==> src/rtl/pic_ack_sequencer_if.sv <==
// Bus between the IRR/CPU side and the PIC acknowledge sequencer:
// request and INTA/EOI inputs, INT, ISR, IRR-clear strobe and vector-bus outputs.
interface pic_ack_sequencer_if #(
  parameter int unsigned VEC_HI_W = 5
);
  logic [7:0]          irr;
  logic                inta_n;
  logic [VEC_HI_W-1:0] vector_base;
  logic                auto_eoi;
  logic                eoi;
  logic                eoi_specific;
  logic [2:0]          eoi_level;
  logic                int_out;
  logic [7:0]          isr;
  logic                irr_clear;
  logic [7:0]          irr_clear_mask;
  logic [7:0]          data_out;
  logic                data_oe;

  modport master (
    output irr, inta_n, vector_base, auto_eoi, eoi, eoi_specific, eoi_level,
    input  int_out, isr, irr_clear, irr_clear_mask, data_out, data_oe
  );

  modport slave (
    input  irr, inta_n, vector_base, auto_eoi, eoi, eoi_specific, eoi_level,
    output int_out, isr, irr_clear, irr_clear_mask, data_out, data_oe
  );
endinterface

==> src/rtl/pic_ack_sequencer.sv <==
// Fully nested 8259-style acknowledge sequencer: priority resolution against
// the ISR, INT generation, two-pulse INTA handling, vector drive and EOI.
module pic_ack_sequencer #(
  parameter int unsigned VEC_HI_W     = 5,
  parameter int unsigned SPURIOUS_LVL = 7
) (
  input  logic                  clk,
  input  logic                  rst_n,
  pic_ack_sequencer_if.slave    bus
);

  typedef enum logic [1:0] {
    IDLE  = 2'd0,
    WAIT1 = 2'd1,
    ACK1  = 2'd2,
    ACK2  = 2'd3
  } state_e;

  state_e              state_q, state_d;
  logic                inta_prev_q, inta_prev_d;
  logic                int_out_q, int_out_d;
  logic [7:0]          isr_q, isr_d;
  logic                irr_clear_q, irr_clear_d;
  logic [7:0]          irr_clear_mask_q, irr_clear_mask_d;
  logic [7:0]          data_out_q, data_out_d;
  logic                data_oe_q, data_oe_d;
  logic [2:0]          ack_lvl_q, ack_lvl_d;
  logic                spurious_q, spurious_d;

  logic [VEC_HI_W-1:0] vbase;
  logic                inta_fall, inta_rise;
  logic [2:0]          req_lvl;
  logic [3:0]          svc_lvl;
  logic                req_ok;

  assign vbase     = bus.vector_base;
  assign inta_fall = inta_prev_q & ~bus.inta_n;
  assign inta_rise = ~inta_prev_q & bus.inta_n;

  // Scan from IR7 down so the lowest set index wins.
  always_comb begin
    req_lvl = '0;
    svc_lvl = 4'd8;
    for (int unsigned i = 0; i < 8; i++) begin
      if (bus.irr[7-i]) req_lvl = 3'(7-i);
      if (isr_q[7-i])   svc_lvl = 4'(7-i);
    end
  end

  assign req_ok = (bus.irr != '0) && ({1'b0, req_lvl} < svc_lvl);

  always_comb begin
    state_d          = state_q;
    inta_prev_d      = bus.inta_n;
    int_out_d        = int_out_q;
    isr_d            = isr_q;
    irr_clear_d      = 1'b0;
    irr_clear_mask_d = '0;
    data_out_d       = data_out_q;
    data_oe_d        = data_oe_q;
    ack_lvl_d        = ack_lvl_q;
    spurious_d       = spurious_q;

    // EOI clears land first so a same-cycle acknowledge set survives.
    if (bus.eoi) begin
      if (bus.eoi_specific)  isr_d[bus.eoi_level]  = 1'b0;
      else if (!svc_lvl[3])  isr_d[svc_lvl[2:0]]   = 1'b0;
    end

    case (state_q)
      IDLE: begin
        if (req_ok) begin
          int_out_d = 1'b1;
          state_d   = WAIT1;
        end
      end
      WAIT1: begin
        if (inta_fall) begin
          if (req_ok) begin
            ack_lvl_d        = req_lvl;
            spurious_d       = 1'b0;
            isr_d[req_lvl]   = 1'b1;
            irr_clear_d      = 1'b1;
            irr_clear_mask_d = 8'(1) << req_lvl;
          end else begin
            ack_lvl_d  = 3'(SPURIOUS_LVL);
            spurious_d = 1'b1;
          end
          int_out_d = 1'b0;
          state_d   = ACK1;
        end
      end
      ACK1: begin
        if (inta_fall) begin
          data_out_d = 8'({vbase, ack_lvl_q});
          data_oe_d  = 1'b1;
          state_d    = ACK2;
        end
      end
      ACK2: begin
        if (inta_rise) begin
          data_oe_d = 1'b0;
          if (bus.auto_eoi && !spurious_q) isr_d[ack_lvl_q] = 1'b0;
          state_d   = IDLE;
        end
      end
      default: state_d = IDLE;
    endcase
  end

  always_ff @(posedge clk or negedge rst_n) begin
    if (!rst_n) begin
      state_q          <= IDLE;
      inta_prev_q      <= 1'b1;
      int_out_q        <= 1'b0;
      isr_q            <= '0;
      irr_clear_q      <= 1'b0;
      irr_clear_mask_q <= '0;
      data_out_q       <= '0;
      data_oe_q        <= 1'b0;
      ack_lvl_q        <= '0;
      spurious_q       <= 1'b0;
    end else begin
      state_q          <= state_d;
      inta_prev_q      <= inta_prev_d;
      int_out_q        <= int_out_d;
      isr_q            <= isr_d;
      irr_clear_q      <= irr_clear_d;
      irr_clear_mask_q <= irr_clear_mask_d;
      data_out_q       <= data_out_d;
      data_oe_q        <= data_oe_d;
      ack_lvl_q        <= ack_lvl_d;
      spurious_q       <= spurious_d;
    end
  end

  assign bus.int_out        = int_out_q;
  assign bus.isr            = isr_q;
  assign bus.irr_clear      = irr_clear_q;
  assign bus.irr_clear_mask = irr_clear_mask_q;
  assign bus.data_out       = data_out_q;
  assign bus.data_oe        = data_oe_q;

endmodule

==> src/flat_wrapper.sv <==
// flat-port wrapper written by rule: the top's interface ports become plain ports
module pic_ack_sequencer_flat 
#(
  parameter int unsigned VEC_HI_W     = 5,
  parameter int unsigned SPURIOUS_LVL = 7
)
  (clk, rst_n, bus_irr, bus_inta_n, bus_vector_base, bus_auto_eoi, bus_eoi, bus_eoi_specific, bus_eoi_level, bus_int_out, bus_isr, bus_irr_clear, bus_irr_clear_mask, bus_data_out, bus_data_oe);
  pic_ack_sequencer_if #(.VEC_HI_W(VEC_HI_W)) bus_i ();
  input  logic clk;
  input  logic rst_n;
  input wire logic [$bits(bus_i.irr)-1:0] bus_irr;
  input wire logic [$bits(bus_i.inta_n)-1:0] bus_inta_n;
  input wire logic [$bits(bus_i.vector_base)-1:0] bus_vector_base;
  input wire logic [$bits(bus_i.auto_eoi)-1:0] bus_auto_eoi;
  input wire logic [$bits(bus_i.eoi)-1:0] bus_eoi;
  input wire logic [$bits(bus_i.eoi_specific)-1:0] bus_eoi_specific;
  input wire logic [$bits(bus_i.eoi_level)-1:0] bus_eoi_level;
  output wire logic [$bits(bus_i.int_out)-1:0] bus_int_out;
  output wire logic [$bits(bus_i.isr)-1:0] bus_isr;
  output wire logic [$bits(bus_i.irr_clear)-1:0] bus_irr_clear;
  output wire logic [$bits(bus_i.irr_clear_mask)-1:0] bus_irr_clear_mask;
  output wire logic [$bits(bus_i.data_out)-1:0] bus_data_out;
  output wire logic [$bits(bus_i.data_oe)-1:0] bus_data_oe;
  assign bus_i.irr = bus_irr;
  assign bus_i.inta_n = bus_inta_n;
  assign bus_i.vector_base = bus_vector_base;
  assign bus_i.auto_eoi = bus_auto_eoi;
  assign bus_i.eoi = bus_eoi;
  assign bus_i.eoi_specific = bus_eoi_specific;
  assign bus_i.eoi_level = bus_eoi_level;
  assign bus_int_out = bus_i.int_out;
  assign bus_isr = bus_i.isr;
  assign bus_irr_clear = bus_i.irr_clear;
  assign bus_irr_clear_mask = bus_i.irr_clear_mask;
  assign bus_data_out = bus_i.data_out;
  assign bus_data_oe = bus_i.data_oe;
  pic_ack_sequencer #(.VEC_HI_W(VEC_HI_W), .SPURIOUS_LVL(SPURIOUS_LVL)) u_core (.clk(clk), .rst_n(rst_n), .bus(bus_i));
endmodule
==> config.mk <==
export PLATFORM = sky130hd
export DESIGN_NAME = pic_ack_sequencer_flat
export DESIGN_NICKNAME = d
export VERILOG_FILES = /design/src/rtl/pic_ack_sequencer_if.sv /design/src/rtl/pic_ack_sequencer.sv /design/src/flat_wrapper.sv
export SDC_FILE = /design/constraint.sdc
export NUM_CORES = 1
export LEC_CHECK = 0
export ABC_AREA = 0
export CORE_AREA = 3 3 67 69
export CTS_CLUSTER_SIZE = 12
export DETAILED_ROUTE_END_ITERATION = 10
export DIE_AREA = 0 0 70 72
export GPL_ROUTABILITY_DRIVEN = 1
export GPL_TIMING_DRIVEN = 0
export PLACE_DENSITY = 0.78
export SLEW_MARGIN = 20
export SYNTH_ARGS = -nofsm -noshare
export SYNTH_HDL_FRONTEND = slang
export SYNTH_SLANG_ARGS = --single-unit
==> constraint.sdc <==
create_clock -name clk -period 3 [get_ports clk]
set_clock_uncertainty 0.1 [all_clocks]
set_input_delay 0.9 -clock clk [delete_from_list [all_inputs] [get_ports clk]]
set_output_delay 0.9 -clock clk [all_outputs]
set_load 0.01 [all_outputs]
=== Word level (Yosys, flattened, before mapping) ===
Index checks and enable logic that the tools add are counted.

* Flip-flop bits (word level): 34
* Bits of input ports: 22
* Output and inout port bits: 27
* Word-level logic and storage cells: 105

* Order comparisons: 9
* Equality and inequality tests: 7
* Shift operators: 1
* Mux-type cells: 51
* Bitwise gates (word level): 11
* Reductions and logical operators: 16

{| class="wikitable"
|+ Operator list
! cell !! number
|-
| 2-to-1 mux 8 bit || 10
|-
| 2-to-1 mux 4 bit || 8
|-
| 2-to-1 mux 3 bit || 9
|-
| AND 8 bit || 3
|-
| inverter 8 bit || 3
|-
| less-than comparator 3 x 4 -> 1 bit (second input constant) || 4
|-
| one-hot mux 8 bit (2 select lines) || 1
|-
| demux 1 bit (select 3 bit) || 4
|-
| greater-or-equal comparator 3 x 1 -> 1 bit (second input constant) || 4
|-
| 2-to-1 mux 1 bit || 12
|-
| 2-to-1 mux 2 bit || 4
|-
| != test 2 x 1 -> 1 bit (second input constant) || 4
|-
| bitwise OR 8 bit || 1
|-
| one-hot mux 2 bit (4 select lines) || 1
|-
| nonzero test 8 bit || 1
|-
| left shift 1 x 3 -> 8 bit (first input constant) || 1
|-
| logical AND 1 bit || 6
|-
| AND reduction 3 bit || 2
|-
| equality test 2 bit (second input constant) || 2
|-
| less-than comparator 3 x 4 -> 1 bit || 1
|-
| one-hot mux 1 bit (2 select lines) || 2
|-
| AND reduction 2 bit || 2
|-
| AND reduction 4 bit || 1
|-
| nonzero test 2 bit || 2
|-
| other kinds (5) || 7
|}

=== Longest topological paths before layout ===
* Depth in word-level cells: 21
* Depth in mapped cells: 9

=== Worst setup path after synthesis ===
OpenSTA, ideal clock, no wires.

* Path kind: input to register
* From: in bus_irr[1]
* To: reg u_core.isr_q[2], in the netlist u_core.bus.isr[2]
* Library setup time: 80 ps
* Arrival time: 2,902 ps
* Data required time: 2,820 ps
* Setup slack: -82 ps
* Stages: 9
* Path buffers: 1
* Cell sequence: or4_1 -> clkbuf_2 -> nor2_1 -> ha_1 -> a21oi_1 -> a21oi_2 -> nand2b_4 -> or4_4 -> o22ai_2

* Cells in the longest elaborated chain, start to end: 10

{| class="wikitable"
|+ RTL lines
! item !! RTL line !! source
|-
| from (decl) || flat_wrapper.sv:11 || <nowiki>input wire logic [$bits(bus_i.irr)-1:0] bus_irr;</nowiki>
|-
| 2-to-1 mux 3 bit (2 in series) || pic_ack_sequencer.sv:45 || <nowiki>if (bus.irr[7-i]) req_lvl = 3'(7-i);</nowiki>
|-
| less-than comparator 3 x 4 -> 1 bit (implied by the code) / greater-or-equal comparator 3 x 1 -> 1 bit (equally long branches) || pic_ack_sequencer.sv:82 || <nowiki>isr_d[req_lvl] = 1'b1;</nowiki>
|-
| logical AND 1 bit (implied by the code) || pic_ack_sequencer.sv:82 ||
|-
| 2-to-1 mux 1 bit (implied by the code) || pic_ack_sequencer.sv:82 ||
|-
| demux 1 bit (select 3 bit) || -- ||
|-
| bitwise OR 8 bit (no line) || -- ||
|-
| 2-to-1 mux 8 bit (*) || pic_ack_sequencer.sv:79 || <nowiki>if (req_ok) begin</nowiki>
|-
| 2-to-1 mux 8 bit (*) || pic_ack_sequencer.sv:78 || <nowiki>if (inta_fall) begin</nowiki>
|-
| one-hot mux 8 bit (2 select lines) (*) || pic_ack_sequencer.sv:70 || <nowiki>case (state_q)</nowiki>
|-
| net u_core.isr_d[2] || pic_ack_sequencer.sv:22 || <nowiki>logic [7:0] isr_q, isr_d;</nowiki>
|-
| to (signal assigned) || pic_ack_sequencer.sv:127 || <nowiki>isr_q <= isr_d;</nowiki>
|-
| to (decl) || pic_ack_sequencer.sv:22 ||
|}

The timed path passes the listed nets; every way through them passes the cells marked *.
A chain may end at the register's enable or synchronous reset.

=== Worst setup path in the final report ===
* From: in bus_irr[0]
* To: reg u_core.isr_q[3], in the netlist u_core.bus.isr[3]

* Cells in the longest elaborated chain, start to end: 9

{| class="wikitable"
|+ RTL lines
! item !! RTL line
|-
| 2-to-1 mux 3 bit || pic_ack_sequencer.sv:45
|-
| less-than comparator 3 x 4 -> 1 bit (implied by the code) / greater-or-equal comparator 3 x 1 -> 1 bit (equally long branches) || pic_ack_sequencer.sv:82
|-
| logical AND 1 bit (implied by the code) || pic_ack_sequencer.sv:82
|-
| 2-to-1 mux 1 bit (implied by the code) || pic_ack_sequencer.sv:82
|-
| demux 1 bit (select 3 bit) || --
|-
| bitwise OR 8 bit (no line) || --
|-
| 2-to-1 mux 8 bit (*) || pic_ack_sequencer.sv:79
|-
| 2-to-1 mux 8 bit (*) || pic_ack_sequencer.sv:78
|-
| one-hot mux 8 bit (2 select lines) (*) || pic_ack_sequencer.sv:70
|-
| net u_core.isr_d[3] || pic_ack_sequencer.sv:22
|}

Marks and branches as above.

==> run summary <==
CTS Root Cell = clkbuf_8
WHS = 0.3220 ns
# diodes = 0
Max clock buf depth = 2
H-tree levels = 2
Primary FF master, synth = dfrtp_1
Post-route ant nets = 0
Yosys top cell area share = 42.75%
Avg WL per Cell = 15.02 um
Post-synthesis async set-or-reset flop share = 100.0%
I/O Pins = 49
Syn Area/Cell = 9.958 um^2
CTS tree = done
Synth Warn # = 0
Post-synthesis sequential area ratio = 44.11%
DRC violation count after routing = 0
Initial antenna violation count = 0
Setup violators final = 0
Startpoint Class = input pin
Max-cap viol count = 0
Commonest cells after routing, fill and taps aside = 38 x clkdlybuf4s50_1, 33 x dfrtp_1, 17 x nand2_1, 13 x nor2_1
Nets = 285
DP Worst Slack = -0.7394 ns
Leakage = 1.179 nW
Final WS setup = 0.09094 ns
Arr. time, crit path = 3.02 ns
Final hold violations = 0
Layout cells sized above 1 = 21.71%
HPWL Detailed = 3422 um
GRT overflow = 0
CTS Buf Count = 5
Synth Net Count = 222
Tmin final = 2.909 ns
Clk sink count = 34
Core area = 3971 um^2
Worst Tran Pin Value = 0.3919 ns
Max-slew headroom = 73.68%
Crit. End Element = register
Setup CP Type = input pin to register
Syn Inst Count = 194
Post-synthesis sequential element count = 34
Crit-path max FO = 7
Dominant cell type by area after synthesis = dfrtp_1
RD Place Congestion = 0.8211
Initial core utilization = 48.65%
Pre-antenna DRT Iters = 4
PwrDens = 683.2 nW/um^2
Die X = 70 um
Pin count of the biggest net entering global routing = 33
Final worst path period share = 96.97%
# hold bufs at CTS = 0
Clk slew on worst S/H paths = 0.07 ns
Vias in the first global route = 1628
RSZ-0062 raised after global routing = false
Placed inst area = 2499 um^2
Chip height = 72 um
Vias per inst = 5.562
Largest cells by area after synthesis = dfrtp_1 43%, mux2_2 4.1%, ha_1 3.9%, nand2_1 3.3%, nor2_1 3.3%
Cell Area, Synth = 1932 um^2
Initial DRC count = 116
Peak supply drop = 0.4069 mV
Pins Over Slew Limit = 0
Area Growth Syn to Fin = 40.35%
Synth cell types = 54
Outcome = finished clean
Commonest non-fill, non-tap cell in the layout = clkdlybuf4s50_1
Die area = 5040 um^2
CP Data Required Time = 3.11 ns
Hold WC Path Type = input pin to asynchronous set/reset pin
Fmax = 343.8 MHz
Worst-Skew Late Latency = 0.28 ns
DR vias = 1713
EDFF count, synth = 0
Input/output buffers = 47
Gr usage total = 18.64%
First-pass GRT wire length = 7541 um
Design Area, Final = 2711 um^2
Row Count = 23
Final WL = 4626 um
state kept, by name, indices dropped and copies added (netlist names):
| name | flops |
|---|---|
| u_core.inta_prev_q | 1 |
| u_core.bus.data_oe | 1 |
| u_core.bus.irr_clear_mask | 8 |
| u_core.bus.data_out | 8 |
| u_core.state_q | 2 |
| u_core.spurious_q | 1 |
| u_core.bus.isr | 8 |
| u_core.ack_lvl_q | 3 |
| u_core.bus.int_out | 1 |
| u_core.bus.irr_clear | 1 |
what timing repair did:
item,CTS,global route
pin swaps,9,7
buffers inserted,6,3
hold endpoints to repair,0,0
gates resized for setup,18,12
endpoints found under the setup margin,24,16
cell type report:
type / instances / area [um^2]
inverter: 8 / 30.03
timing repair buffer: 57 / 539.3
fill: 316 / 1260
buffer: 3 / 18.77
clock buffer: 6 / 82.58
clock inverter: 2 / 12.51
tap: 50 / 62.56
multi-input combinational: 148 / 1114
sequential: 34 / 852.1
synthesized netlist by cell type, types with 3 or more instances:
library cell  instances
mux2_2                7
dfrtp_1              33
a21oi_1              12
nand2b_1              7
inv_1                 8
o31ai_1               3
nand2_1              17
o21a_1                3
o211ai_1              4
or3_1                 3
nor2b_1               4
ha_1                  6
and2_1                3
nor3b_1               4
nor3_1                4
nor2_1               17
o21ai_0              12
per-layer routing:
layer	share of wire, %	GRT usage (%)	up-vias
met3	6.1	4.017	8
met1	45	25.38	809
met2	47	30.75	51
met5	0	0	-
li1	-	-	845
met4	1.4	4.468	0
worst max-delay path, stage by stage:
cell and delay (ns):
buf_2 0.15, or4_4 0.54, nor2_4 0.15, ha_4 0.21, a21oi_2 0.12, a21oi_2 0.06, nand2b_4 0.17, or4_4 0.53
o22ai_2 0.18
power breakdown:
group          switching (mW)  internal [mW]  total (mW)
clock network           0.168          0.184       0.352
logic                   0.412          0.424       0.835
registers              0.0838          0.581       0.665
path summary, 6_finish.rpt:
path,start,to,slack [ns],depth (start not counted)
worst max-delay path,bus_irr[0],u_core.bus.isr[3],0.09,9
worst min-delay path,rst_n,u_core.bus.isr[1],0.32,1
worst max register to register,u_core.bus.isr[0],u_core.bus.isr[0],0.24,9
worst min register to register,u_core.bus.data_out[0],u_core.bus.data_out[0],0.38,2
max in group asynchronous,rst_n,u_core.inta_prev_q,2.03,2
min in group clk,u_core.bus.data_out[0],u_core.bus.data_out[0],0.38,2
stage by stage:
step / cells / setup TNS (ns) / power (mW) / util [%]
final: 308 / 0 / 1.852 / 68.27
after CTS: 305 / 0 / 1.850 / 67.23
after global routing: 308 / 0 / 1.992 / 68.27
after detailed placement: 292 / -13.66 / 1.480 / 62.92
after floorplan: 194 / -0.1000 / 1.171 / -
after global placement: 291 / -13.09 / 1.459 / 62.54
logic make-up (layout without fill, tap and decap cells):
| family | count (synthesis) | count (layout) | share of synthesized area, % |
|---|---|---|---|
| AOI/OAI and AO/OA | 56 | 56 | 20.14 |
| adders and majority gates | 6 | 6 | 3.886 |
| buffers and inverters | 12 | 76 | 2.784 |
| DFF | 34 | 34 | 44.11 |
| muxes | 7 | 7 | 4.081 |
| and+or+nand+nor | 79 | 79 | 25.00 |
Power figures use the tool's default switching activity.
